==> config.mk <==
export PLATFORM = sky130hd
export DESIGN_NAME = sort_oet_seq
export DESIGN_NICKNAME = d
export VERILOG_FILES = /design/src/rtl/sort_oet_seq.sv
export SDC_FILE = /design/constraint.sdc
export NUM_CORES = 1
export LEC_CHECK = 0
export ABC_AREA = 0
export CAP_MARGIN = 0
export CORE_MARGIN = 2
export CORE_UTILIZATION = 57
export DETAILED_ROUTE_END_ITERATION = 10
export GPL_ROUTABILITY_DRIVEN = 0
export PLACE_DENSITY = 0.87
export SLEW_MARGIN = 20
export SYNTH_ARGS = -nofsm -noshare
export SYNTH_HDL_FRONTEND = slang
export SYNTH_SLANG_ARGS = --single-unit
export TNS_END_PERCENT = 30
==> constraint.sdc <==
create_clock -name clk -period 7 [get_ports clk]
set_clock_uncertainty 0.05 [all_clocks]
set_input_delay 0.7 -clock clk [delete_from_list [all_inputs] [get_ports clk]]
set_output_delay 0.7 -clock clk [all_outputs]
set_load 0.05 [all_outputs]
==> src/rtl/sort_oet_seq.sv <==
`default_nettype none
// ============================================================================
//  Module   : sort_oet_seq
//  Brief    : Sequential odd-even transposition sorter, N keys in N phases,
//             valid/ready on both sides, run-time ascending/descending order.
//  Revision : 1.0 - initial release
// ============================================================================
module sort_oet_seq #(
    parameter  int WIDTH = 3,
    parameter  int N     = 8,
    localparam int CW    = $clog2(N*(N-1)/2+1)
) (
    input  logic               clk,
    input  logic               rst,
    input  logic               in_valid,
    output logic               in_ready,
    input  logic [N*WIDTH-1:0] in_data,
    input  logic               descend,
    output logic               out_valid,
    input  logic               out_ready,
    output logic [N*WIDTH-1:0] out_data,
    output logic [CW-1:0]      swap_cnt,
    output logic               busy
);

    localparam int c_PW = $clog2(N);

    typedef enum logic [1:0] {
        S_IDLE = 2'd0,
        S_SORT = 2'd1,
        S_DONE = 2'd2
    } state_t;

    state_t           r_state;
    state_t           w_state_nxt;
    logic [WIDTH-1:0] r_key     [N];
    logic [WIDTH-1:0] w_key_nxt [N];
    logic [c_PW-1:0]  r_phase;
    logic             r_desc;
    logic [CW-1:0]    r_swap;
    logic [CW-1:0]    w_swaps;
    logic             w_load;
    logic             w_step;

    always_ff @(posedge clk or negedge rst) begin
        if (!rst) begin
            r_state <= S_IDLE;
        end else begin
            r_state <= w_state_nxt;
        end
    end

    always_comb begin
        w_state_nxt = r_state;
        in_ready    = 1'b0;
        out_valid   = 1'b0;
        busy        = 1'b0;
        w_load      = 1'b0;
        w_step      = 1'b0;
        case (r_state)
            S_IDLE: begin
                in_ready = 1'b1;
                if (in_valid) begin
                    w_load      = 1'b1;
                    w_state_nxt = S_SORT;
                end
            end
            S_SORT: begin
                busy   = 1'b1;
                w_step = 1'b1;
                if (r_phase == c_PW'(N-1)) begin
                    w_state_nxt = S_DONE;
                end
            end
            S_DONE: begin
                busy      = 1'b1;
                out_valid = 1'b1;
                if (out_ready) begin
                    w_state_nxt = S_IDLE;
                end
            end
            default: w_state_nxt = S_IDLE;
        endcase
    end

    // Even phases pair (0,1),(2,3)..., odd phases (1,2),(3,4)...; pairs never
    // overlap, so every swap in a phase reads the same registered keys.
    always_comb begin
        w_key_nxt = r_key;
        w_swaps   = '0;
        for (int i = 0; i < N-1; i++) begin
            if ((i % 2) == int'(r_phase[0])) begin
                if (r_desc ? (r_key[i] < r_key[i+1]) : (r_key[i] > r_key[i+1])) begin
                    w_key_nxt[i]   = r_key[i+1];
                    w_key_nxt[i+1] = r_key[i];
                    w_swaps        = w_swaps + CW'(1);
                end
            end
        end
    end

    always_ff @(posedge clk or negedge rst) begin
        if (!rst) begin
            for (int i = 0; i < N; i++) begin
                r_key[i] <= '0;
            end
            r_phase <= '0;
            r_desc  <= 1'b0;
            r_swap  <= '0;
        end else if (w_load) begin
            for (int i = 0; i < N; i++) begin
                r_key[i] <= in_data[i*WIDTH +: WIDTH];
            end
            r_phase <= '0;
            r_desc  <= descend;
            r_swap  <= '0;
        end else if (w_step) begin
            r_key   <= w_key_nxt;
            r_phase <= r_phase + c_PW'(1);
            r_swap  <= r_swap + w_swaps;
        end
    end

    for (genvar g = 0; g < N; g++) begin : g_out
        assign out_data[g*WIDTH +: WIDTH] = r_key[g];
    end

    assign swap_cnt = r_swap;

endmodule
`default_nettype wire

# Word level (Yosys, flattened, before mapping)
# Index checks and enable logic that the tools add are counted.
# W data, S select, Z words.
# totals
ff_bits	35
latchBits	0
ram_bits	0
romBits	0
mem_count	0
# classes
addsub	8
multipliers	0
n_div	0
magnitude_cmp	14
n_eq_ne	7
shift	0
n_mux	51
n_bitwise	0
reduce_logical	8
# op_table
op	n
$mux W6	14
$mux W5	14
$mux W24	2
$add A5 B1 Y5 const B	6
$gt A3 B3 Y1	7
$lt A3 B3 Y1	7
$mux W1	15
$reduce_and A3 Y1	3
$mux W2	3
$mux W3	2
$ne A2 B2 Y1 const B	3
$pmux W2 S3	1
$reduce_bool A2 Y1	3
$add A5 B5 Y5	1
$add A3 B1 Y3 const B	1
$eq A3 B3 Y1 const B	1
$eq A2 B1 Y1 const B	1
$eq A2 B2 Y1 const B	1
$logic_not A2 Y1	1
$ne A2 B1 Y1 const B	1
$reduce_or A2 Y1	1

# Logic depth before layout (Yosys ltp)
# logic_depth
ltp_word	25
mapped_depth	22
ltp_nobuf	21

# Worst setup path after synthesis
# OpenSTA, ideal clock, no wires.
# synth_path
path_type	flip-flop to flip-flop
from	register r_key (netlist bit out_data[7])
to	register r_swap[4] (netlist: swap_cnt[4])
setup_ps	131
arrival_time_ps	4524
required_time_ps	6819
setup_slack_ps	2294
stages_incl_launch_ff	22
n_path_buf	0
synth_period_minus_slack_ps	4706
cell_sequence	dfrtp_1 inv_1 ha_1 nor2b_1 o21a_1 o211a_1 o21ai_2 o21ai_0 ha_1 nand4_1 mux2_2 a311o_1 nand2_1 ha_1 nor2_1 a31oi_1 fa_1 a21oi_1 nor2b_1 o21ai_0 xor2_1 nor2_1
# synth_via
elab_chain_cells	22
word_cells_on_any_way	26
# synth_lines
item	line	source
from (decl)	36	logic [WIDTH-1:0] r_key [N];
from (signal, indexed assignment)	112	r_key[i] <= in_data[i*WIDTH +: WIDTH];
from (signal assigned)	118	r_key <= w_key_nxt;
$gt A3 B3 Y1 / $lt A3 B3 Y1 (equally long branches)	93	if (r_desc ? (r_key[i] < r_key[i+1]) : (r_key[i] > r_key[i+1])) begin
$mux W1	93	
$mux W5	93	
$mux W5	92	if ((i % 2) == int'(r_phase[0])) begin
$add A5 B1 Y5	96	w_swaps = w_swaps + CW'(1);
$mux W5	93	
$mux W5 *	92	
$add A5 B1 Y5	96	
(+6 left out)	-	
$mux W5	93	
$mux W5 *	92	
$add A5 B1 Y5	96	
$mux W5	93	
$mux W5 *	92	
$add A5 B5 Y5 *	120	r_swap <= r_swap + w_swaps;
$mux W5 *	117	end else if (w_step) begin
$mux W5 *	110	end else if (w_load) begin
to (signal assigned)	120	
to (decl)	40	logic [CW-1:0] r_swap;
# Every way passes the cells marked *; elsewhere a longest branch is shown, timed or not. The select of a mux whose other input is x is not followed.
# A chain may end at the register's enable or synchronous reset.

# Worst setup path in the final report
# Same ends and word-level chain as after synthesis.

==> results.cfg <==
[routing]
met1Wirelength_um = 3530
highest_layer = met4
dr_wl_met2_um = 3730
viasPerCell = 6.01
drc = 0
met3_length_um = 437
postRouteWirelength_um = 7790
final_antenna_net_count = 0
num_vias = 2987
dr.pass1.iters = 5
wl_per_cell_um = 15.7
drt_iter0_markers = 146

[grt]
grt_max_degree = 58
grt_pass1_vias = 2966
grt_usage = 0.272
grt_pass1_wl_um = 13400
antenna_found_initial = 0
grt.overflow.total = 0

[place]
hpwl_um = 5620
dpl_cell_area_um2 = 3760
io_buffers = 60

[floorplan]
die_h_um = 78.2
die_w_um = 78.2
io-pin-count = 61
core_um2 = 5410
start_util = 0.581
rows = 27
die_area_um2 = 6120

[synth]
synthesis.area_um2 = 3140
synth_ff_type = dfrtp_1
synth_top_family_by_area = compound AO/OA/AOI/OAI gates
seq_area_frac_synth = 0.279
synth-async-reset-ratio = 1.00
synth_mux_area_frac = 0.0705
synth_fp_nets = 438
synth.yosys.warnings = 0
synth_xor_xnor_area_share = 0.0267
synth-simple-area-share = 0.159
synth-edff-count = 0
syn-mean-instance-area_um2 = 8.40
synth.ff_latch_count = 35
netlist-cell-type-count = 55
synth-compound-area-share = 0.254
synth-adder-area-share = 0.142
synthCells = 374

[worst_setup_path]
start_kind = flip-flop
crit_arrival_ns = 4.92
critical_path_class = reg -> reg
worst_ep_required_time_ns = 7.11
critPathMaxFanout = 6
cp-end-kind = flip-flop

[status]
status = finished clean

[sta]
setup_viol = 0
timing.hold.ws_ns = 0.481
max_slew_margin = 0.344
tightest_slew_ns = 0.982
max_freq_mhz = 208
fin_setup_tns_ns = 0
rsz0062_at_grt = false
finalCritPeriodShare = 0.688
final-max-slew-violation-count = 0
finalHoldViolations = 0
fin_crit_ns = 4.82

[clock_tree]
clkTransAtPathRegs_ns = 0.07
cts-root-buf = clkbuf_8
h-tree-depth = 2
cts_resized = 0
clock-sinks = 35
cts_setup_buffers = 0
cts_hold_buf = 0
clk_latency_ns = 0.30
max-clock-path-buffers = 2
cts_buffers = 5
cts_tree = yes

[cells_and_area]
synthToLayoutAreaGrowth_pct = 22.4
design_area_um2 = 3850
drive_above_1_share = 0.0565
mostFrequentLayoutCells = clkdlybuf4s50_1 (60), nand2_1 (35), dfrtp_1 (35), ha_1 (34), inv_1 (31)
diodes = 0
final_common_cell = clkdlybuf4s50_1
fin_nets = 488

[worst_hold_path]
holdCritPathClass = reg -> reg

[job]
maxCapViolCount = 0
[final cells by class]
type,count,area (um^2)
clock buffers,7,76.3
clock inverters,1,5.00
fillers,441,1560
inverters,33,124
multi-input cells,286,2050
flip-flops and latches,35,876
well taps,72,90.1
repair buffers,63,623
[path summary, 6_finish.rpt]
check	cells past startpoint	slack [ns]	to	from
setup reg to reg	21	2.18	swap_cnt[4]	out_data[7]
hold / removal	2	0.48	r_phase[2]	r_phase[2]
hold reg to reg	2	0.48	r_phase[2]	r_phase[2]
max in group asynchronous	2	5.80	swap_cnt[4]	rst
min in group asynchronous	2	0.76	out_data[14]	rst
setup / recovery	21	2.18	swap_cnt[4]	out_data[7]
[flip-flops by register name, indices dropped and copies added (netlist names)]
signal / cells
out_data: 24
swap_cnt: 5
r_phase: 3
r_state: 2
r_desc: 1
[metal layers]
metal	up-vias	track usage
li1	1464	-
met1	1414	0.358
met2	98	0.453
met3	11	0.0471
met4	0	0.0965
met5	-	0
[critical path, cell delays in order, from the launching register on]
cell and delay, ns:
dfrtp_1 0.43, inv_1 0.10, ha_1 0.29, nor2b_1 0.14, o21a_1 0.22, o211a_1 0.29
o21ai_2 0.34, o21ai_0 0.17, ha_1 0.34, nand3_1 0.09, mux2_2 0.31, a311o_1 0.38
nand2_1 0.08, ha_1 0.22, nor2_1 0.10, a31oi_1 0.08, fa_1 0.45, a21oi_1 0.16
nor2b_1 0.05, o21ai_0 0.18, xor2_1 0.16, nor2_1 0.05
[cell usage after synthesis, types with 6 or more instances]
cell type / number / area, um^2
dfrtp_1: 35 / 876
nand2_1: 35 / 131
ha_1: 34 / 425
inv_1: 31 / 116
a21oi_1: 24 / 120
nor2_1: 24 / 90.1
mux2i_1: 21 / 210
o21ai_1: 16 / 80.1
o21ai_0: 15 / 75.1
clkbuf_1: 12 / 45.0
nand3_1: 11 / 55.1
o221ai_1: 10 / 87.6
a211oi_1: 8 / 60.1
a31oi_1: 8 / 50.1
nor3_1: 7 / 35.0
o21a_1: 6 / 45.0
[through the flow]
stage                     instances  utilization  setup WS (ns)
after floorplan                 374            -           2.29
after detailed placement        489        0.697           2.28
final                           497        0.712           2.18
after global routing            497        0.712           1.85
after global placement          489        0.697           2.41
after CTS                       497        0.712           2.24
[cells by family after synthesis]
kind of cell | Yosys count
flops | 35
mux | 22
xor+xnor | 8
compound gates | 118
fa+ha+maj | 35
buf+inv | 53
simple gates | 103
Power is not shown: default switching activity piles up to over one toggle a cycle in this logic, so the estimate is an artifact.
